$ cat src/rtl/seq_match_if.sv
// Host/stream bundle for the serial pattern-match run controller.
// The master side drives config, run control and the bit stream; the slave side reports run status.
interface seq_match_if #(
    parameter int MAX_LEN = 8,
    parameter int CNT_W   = 8,
    parameter int WIN_W   = 16,
    parameter int LEN_W   = $clog2(MAX_LEN) + 1
);
    logic               cfg_we;
    logic [MAX_LEN-1:0] cfg_pattern;
    logic [LEN_W-1:0]   cfg_len;
    logic               cfg_overlap;
    logic [WIN_W-1:0]   cfg_window;
    logic               start;
    logic               abort;
    logic               x_valid;
    logic               x;
    logic               busy;
    logic               done;
    logic               aborted;
    logic               match;
    logic [CNT_W-1:0]   match_cnt;

    modport master (
        output cfg_we, cfg_pattern, cfg_len, cfg_overlap, cfg_window,
        output start, abort, x_valid, x,
        input  busy, done, aborted, match, match_cnt
    );

    modport slave (
        input  cfg_we, cfg_pattern, cfg_len, cfg_overlap, cfg_window,
        input  start, abort, x_valid, x,
        output busy, done, aborted, match, match_cnt
    );
endinterface

$ cat src/rtl/seq_match_ctrl.sv
// Run controller for a programmable serial pattern matcher: config shadow, IDLE/RUN/DONE sequencing,
// window-bounded bit acceptance and a saturating match counter.
module seq_match_ctrl #(
    parameter int MAX_LEN = 8,
    parameter int CNT_W   = 8,
    parameter int WIN_W   = 16
) (
    input logic       clk,
    input logic       rst_n,
    seq_match_if.slave bus
);
    localparam int LEN_W = $clog2(MAX_LEN) + 1;

    localparam logic [1:0] IDLE = 2'd0;
    localparam logic [1:0] RUN  = 2'd1;
    localparam logic [1:0] DONE = 2'd2;

    logic [1:0]         state;

    logic [MAX_LEN-1:0] sh_pattern;
    logic [LEN_W-1:0]   sh_len;
    logic               sh_overlap;
    logic [WIN_W-1:0]   sh_window;

    logic [MAX_LEN-1:0] pattern;
    logic [LEN_W-1:0]   len;
    logic               overlap;
    logic [WIN_W-1:0]   window;

    logic [MAX_LEN-1:0] hist;
    logic [LEN_W-1:0]   fill;
    logic [WIN_W-1:0]   bit_cnt;
    logic [CNT_W-1:0]   cnt;
    logic               match_r;
    logic               aborted_r;

    logic               take_cfg;
    logic [MAX_LEN-1:0] start_pattern;
    logic [LEN_W-1:0]   start_len;
    logic               start_overlap;
    logic [WIN_W-1:0]   start_window;

    logic               accept;
    logic [MAX_LEN-1:0] hist_next;
    logic [LEN_W-1:0]   fill_next;
    logic [MAX_LEN-1:0] len_mask;
    logic               hit;
    logic [WIN_W-1:0]   bit_cnt_next;
    logic               last_bit;

    function automatic logic [LEN_W-1:0] clamp_len(input logic [LEN_W-1:0] raw);
        if (raw == '0)
            return LEN_W'(1);
        else if (raw > LEN_W'(MAX_LEN))
            return LEN_W'(MAX_LEN);
        else
            return raw;
    endfunction

    // A write landing in the start cycle takes effect for the run it starts.
    assign take_cfg      = bus.cfg_we && (state != RUN);
    assign start_pattern = take_cfg ? bus.cfg_pattern : sh_pattern;
    assign start_len     = clamp_len(take_cfg ? bus.cfg_len : sh_len);
    assign start_overlap = take_cfg ? bus.cfg_overlap : sh_overlap;
    assign start_window  = take_cfg ? bus.cfg_window  : sh_window;

    always_comb begin
        accept       = (state == RUN) && !bus.abort && (window != '0) && bus.x_valid;
        hist_next    = {hist[MAX_LEN-2:0], bus.x};
        fill_next    = (fill >= len) ? len : fill + LEN_W'(1);
        len_mask     = ~({MAX_LEN{1'b1}} << len);
        hit          = accept && (fill_next >= len) &&
                       ((hist_next & len_mask) == (pattern & len_mask));
        bit_cnt_next = bit_cnt + WIN_W'(1);
        last_bit     = accept && (bit_cnt_next == window);
    end

    always_ff @(posedge clk or negedge rst_n) begin
        if (!rst_n) begin
            state      <= IDLE;
            sh_pattern <= MAX_LEN'(11);
            sh_len     <= LEN_W'(4);
            sh_overlap <= 1'b0;
            sh_window  <= WIN_W'(16);
            pattern    <= MAX_LEN'(11);
            len        <= LEN_W'(4);
            overlap    <= 1'b0;
            window     <= WIN_W'(16);
            hist       <= '0;
            fill       <= '0;
            bit_cnt    <= '0;
            cnt        <= '0;
            match_r    <= 1'b0;
            aborted_r  <= 1'b0;
        end else begin
            match_r <= 1'b0;
            if (take_cfg) begin
                sh_pattern <= bus.cfg_pattern;
                sh_len     <= bus.cfg_len;
                sh_overlap <= bus.cfg_overlap;
                sh_window  <= bus.cfg_window;
            end
            case (state)
                IDLE: begin
                    if (bus.start) begin
                        state     <= RUN;
                        pattern   <= start_pattern;
                        len       <= start_len;
                        overlap   <= start_overlap;
                        window    <= start_window;
                        hist      <= '0;
                        fill      <= '0;
                        bit_cnt   <= '0;
                        cnt       <= '0;
                        aborted_r <= 1'b0;
                    end
                end
                RUN: begin
                    if (bus.abort) begin
                        state     <= DONE;
                        aborted_r <= 1'b1;
                    end else if (window == '0) begin
                        state <= DONE;
                    end else if (accept) begin
                        hist    <= hist_next;
                        bit_cnt <= bit_cnt_next;
                        // Non-overlapping mode restarts the fill so the next match needs len fresh bits.
                        fill    <= (hit && !overlap) ? '0 : fill_next;
                        if (hit) begin
                            match_r <= 1'b1;
                            if (cnt != '1)
                                cnt <= cnt + CNT_W'(1);
                        end
                        if (last_bit)
                            state <= DONE;
                    end
                end
                DONE:    state <= IDLE;
                default: state <= IDLE;
            endcase
        end
    end

    assign bus.busy      = (state == RUN);
    assign bus.done      = (state == DONE);
    assign bus.match     = match_r;
    assign bus.aborted   = aborted_r;
    assign bus.match_cnt = cnt;
endmodule

$ cat src/flat_wrapper.sv
// flat-port wrapper written by rule: the top's interface ports become plain ports
module seq_match_ctrl_flat 
#(
    parameter int MAX_LEN = 8,
    parameter int CNT_W   = 8,
    parameter int WIN_W   = 16
)
  (clk, rst_n, bus_cfg_we, bus_cfg_pattern, bus_cfg_len, bus_cfg_overlap, bus_cfg_window, bus_start, bus_abort, bus_x_valid, bus_x, bus_busy, bus_done, bus_aborted, bus_match, bus_match_cnt);
  seq_match_if #(.MAX_LEN(MAX_LEN), .CNT_W(CNT_W), .WIN_W(WIN_W)) bus_i ();
  input logic clk;
  input logic rst_n;
  input wire logic [$bits(bus_i.cfg_we)-1:0] bus_cfg_we;
  input wire logic [$bits(bus_i.cfg_pattern)-1:0] bus_cfg_pattern;
  input wire logic [$bits(bus_i.cfg_len)-1:0] bus_cfg_len;
  input wire logic [$bits(bus_i.cfg_overlap)-1:0] bus_cfg_overlap;
  input wire logic [$bits(bus_i.cfg_window)-1:0] bus_cfg_window;
  input wire logic [$bits(bus_i.start)-1:0] bus_start;
  input wire logic [$bits(bus_i.abort)-1:0] bus_abort;
  input wire logic [$bits(bus_i.x_valid)-1:0] bus_x_valid;
  input wire logic [$bits(bus_i.x)-1:0] bus_x;
  output wire logic [$bits(bus_i.busy)-1:0] bus_busy;
  output wire logic [$bits(bus_i.done)-1:0] bus_done;
  output wire logic [$bits(bus_i.aborted)-1:0] bus_aborted;
  output wire logic [$bits(bus_i.match)-1:0] bus_match;
  output wire logic [$bits(bus_i.match_cnt)-1:0] bus_match_cnt;
  assign bus_i.cfg_we = bus_cfg_we;
  assign bus_i.cfg_pattern = bus_cfg_pattern;
  assign bus_i.cfg_len = bus_cfg_len;
  assign bus_i.cfg_overlap = bus_cfg_overlap;
  assign bus_i.cfg_window = bus_cfg_window;
  assign bus_i.start = bus_start;
  assign bus_i.abort = bus_abort;
  assign bus_i.x_valid = bus_x_valid;
  assign bus_i.x = bus_x;
  assign bus_busy = bus_i.busy;
  assign bus_done = bus_i.done;
  assign bus_aborted = bus_i.aborted;
  assign bus_match = bus_i.match;
  assign bus_match_cnt = bus_i.match_cnt;
  seq_match_ctrl #(.MAX_LEN(MAX_LEN), .CNT_W(CNT_W), .WIN_W(WIN_W)) u_core (.clk(clk), .rst_n(rst_n), .bus(bus_i));
endmodule
$ cat config.mk
export PLATFORM = sky130hd
export DESIGN_NAME = seq_match_ctrl_flat
export DESIGN_NICKNAME = d
export VERILOG_FILES = /design/src/rtl/seq_match_if.sv /design/src/rtl/seq_match_ctrl.sv /design/src/flat_wrapper.sv
export SDC_FILE = /design/constraint.sdc
export NUM_CORES = 1
export LEC_CHECK = 0
export CORE_MARGIN = 2
export CORE_UTILIZATION = 45
export DETAILED_ROUTE_END_ITERATION = 7
export PLACE_DENSITY = 0.71
export SYNTH_ARGS = -nofsm -noshare
export SYNTH_HDL_FRONTEND = slang
export SYNTH_SLANG_ARGS = --single-unit
export TNS_END_PERCENT = 10
$ cat constraint.sdc
create_clock -name clk -period 4.1 [get_ports clk]
set_input_delay 0.615 -clock clk [delete_from_list [all_inputs] [get_ports clk]]
set_output_delay 0.615 -clock clk [all_outputs]
set_load 0.01 [all_outputs]
==> impl_metrics.yaml <==
die:
  fp.coreArea_um2: 10800
  die_x_um: 110
  io_pins: 48
  fp-row-count: 38
  dieArea_um2: 12000
  start_util: 0.463
  die_h_um: 110
synthesis:
  avgSynthCellArea_um2: 9.65
  synth-seq-cells: 97
  synth-async-reset-ratio: 1.00
  synth-edff-count: 0
  seq_area_frac_synth: 0.486
  synthCells: 520
  syn_area_um2: 5020
  ys_warn_count: 0
  syn_nets: 567
  synth_ff_type: "dfrtp_1"
  synth_cell_types: 49
sta:
  relSlewSlack: 0.287
  min_period_ns: 3.70
  hold_violations: 0
  skew_ns: 0.00811
  worstMarginPinSlew_ns: 1.07
  period_share: 0.903
  setup_violations: 0
  rsz0062_at_grt: "no"
  final_max_slew_viol_count: 0
  max_freq_mhz: 270
  holdWs_ns: 0.404
  fin_tns_setup_ns: 0
setup_path:
  cp.arrival_ns: 4.01
  cp.required_ns: 4.41
  r2r_slack_ns: 0.40
  cp_max_fo: 17
  end_kind: "register"
  worstSetupStartpointType: "register"
  worstSetupPathType: "register to register"
cts:
  cts.sinks: 97
  root_buffer: "clkbuf_8"
  htreeDepth: 3
  cts_setup_buffers: 0
  cts_resized: 0
  cts_tree: "done"
  cts_buffers: 9
  clockBufferDepth: 2
  insertion_delay_ns: 0.37
  cts_hold_buffers: 0
  clk_pin_slew_ns: 0.09
pwr:
  peakVddDrop_mv: 0.257
  p_leak_nw: 2.54
  power.density_nw_per_um2: 598
detailed_routing:
  drt_iter0_markers: 183
  vias: 3914
  ant_nets: 0
  drc: 0
  dr.pass1.iters: 4
  wirelength_um: 11100
  wl_per_cell_um: 15.9
  vias_per_cell: 5.61
final_layout:
  diodes: 0
  drive_above_1_share: 0.118
  nets: 600
  synthToLayoutAreaGrowth_pct: 14.9
global_route:
  grt_antenna_before_repair: 0
  gr-total-overflow: 0
  grt_pass1_wl_um: 18700
  grt_max_degree: 85
  grt_pass1_vias: 3816
  grtUsageTotal: 0.201
hold_path:
  min_path_type: "primary input to async pin"
job:
  cap_violations: 0
status:
  status: "finished, final reports clean"
place:
  gp_congestion: 0.916
  io_buffers: 47
  dpl.hpwl_um: 7650
[final timing paths]
path / to / depth (start not counted) / startpoint
setup / recovery: u_core.bus.match_cnt[6] / 12 / u_core.len[0]
hold / removal: u_core.sh_len[1] / 1 / rst_n
setup reg to reg: u_core.bus.match_cnt[6] / 12 / u_core.len[0]
hold reg to reg: u_core.pattern[1] / 2 / u_core.pattern[1]
max in group asynchronous: u_core.len[2] / 2 / rst_n
min in group clk: u_core.pattern[1] / 2 / u_core.pattern[1]
[worst max-delay path: stages, from the launching register on]
cell       delay (ns)
dfrtp_1          0.47
ha_1             0.30
nand2b_1         0.14
a21o_1           0.17
a21o_1           0.17
a21oi_1          0.40
mux2_2           0.41
ha_1             0.29
a211oi_1         0.07
o21bai_1         0.28
o2111ai_4        0.30
or4_1            0.55
nand3_1          0.09
[layer usage]
layer	up-vias	share of wire	wire length, um	global-route usage
met4	0	0.017	186	0.0895
met1	1916	0.48	5280	0.286
met5	-	0	0	0
met2	88	0.46	5060	0.304
met3	13	0.052	573	0.0296
li1	1897	-	-	-
[flip-flops by register name, summed over array words and instances (netlist names)]
register              cells
u_core.bit_cnt           16
u_core.sh_window         16
u_core.window            16
u_core.bus.match_cnt      8
u_core.pattern            8
u_core.sh_pattern         8
u_core.hist               7
u_core.fill               4
u_core.len                4
u_core.sh_len             4
u_core.state              2
u_core.bus.aborted        1
u_core.bus.match          1
u_core.overlap            1
u_core.sh_overlap         1
[final cells by class]
type | count | area, um2
Fill cell | 993 | 5070
Sequential cell | 97 | 2440
Multi-Input combinational cell | 383 | 2410
Timing Repair Buffer | 52 | 505
Tap cell | 140 | 175
Clock buffer | 11 | 141
Clock inverter | 5 | 53.8
Inverter | 10 | 37.5
[cell usage in the layout (no fill, tap or decap), types with 9 or more instances in the layout]
master           instances
nand2_1                111
dfrtp_1                 87
clkdlybuf4s50_1         46
o21ai_0                 44
mux2_2                  31
nor2_1                  18
a21oi_1                 16
xor2_1                  16
nand3_1                 11
ha_1                    11
inv_1                   10
xnor2_1                 10
and3_1                  10
or3_1                   10
nand4_1                 10
clkbuf_8                10
dfstp_2                 10
nor4_1                   9
[metrics by stage]
stage	area, um2	std cells	util	power [mW]	setup WS (ns)
2_1_floorplan	5020	520	-	2.44	0.853
3_3_place_gp	5570	682	0.514	2.79	0.560
3_5_place_dp	5570	682	0.514	2.83	0.454
4_1_cts	5770	698	0.532	3.48	0.401
5_1_grt	5770	698	0.532	3.73	0.137
6_report	5770	698	0.532	3.45	0.398
[power by group]
part           internal (mW)  switching [mW]  total (mW)
logic                  0.582           0.687        1.27
registers               1.30           0.255        1.55
clock network          0.298           0.330       0.628
total                   2.18            1.27        3.45
[cells in the mapped netlist (all sizes together) (5+ instances only)]
library cell  instances  area (um2)
nand2               111         417
dfrtp                87        2180
o21ai                44         220
mux2                 31         349
nor2                 18        67.6
a21oi                16        80.1
clkbuf               16        60.1
xor2                 16         140
buf                  14        67.6
nand3                12        65.1
ha                   11         138
and3                 10        62.6
dfstp                10         263
inv                  10        37.5
nand4                10        62.6
nor4                 10        77.6
or3                  10        62.6
xnor2                10        87.6
nand2b                6        37.5
o31ai                 6        45.0
a22o                  5        43.8
nor3b                 5        37.5
o211ai                5        37.5
[cell families after synthesis]
family	Yosys count	share of synthesized area
compound gates	103	0.133
xor+xnor	26	0.0454
fa+ha+maj	11	0.0274
buf+inv	40	0.0329
flops	97	0.486
mux	34	0.0756
simple gates	209	0.200
(Power assumes the default switching activity.)
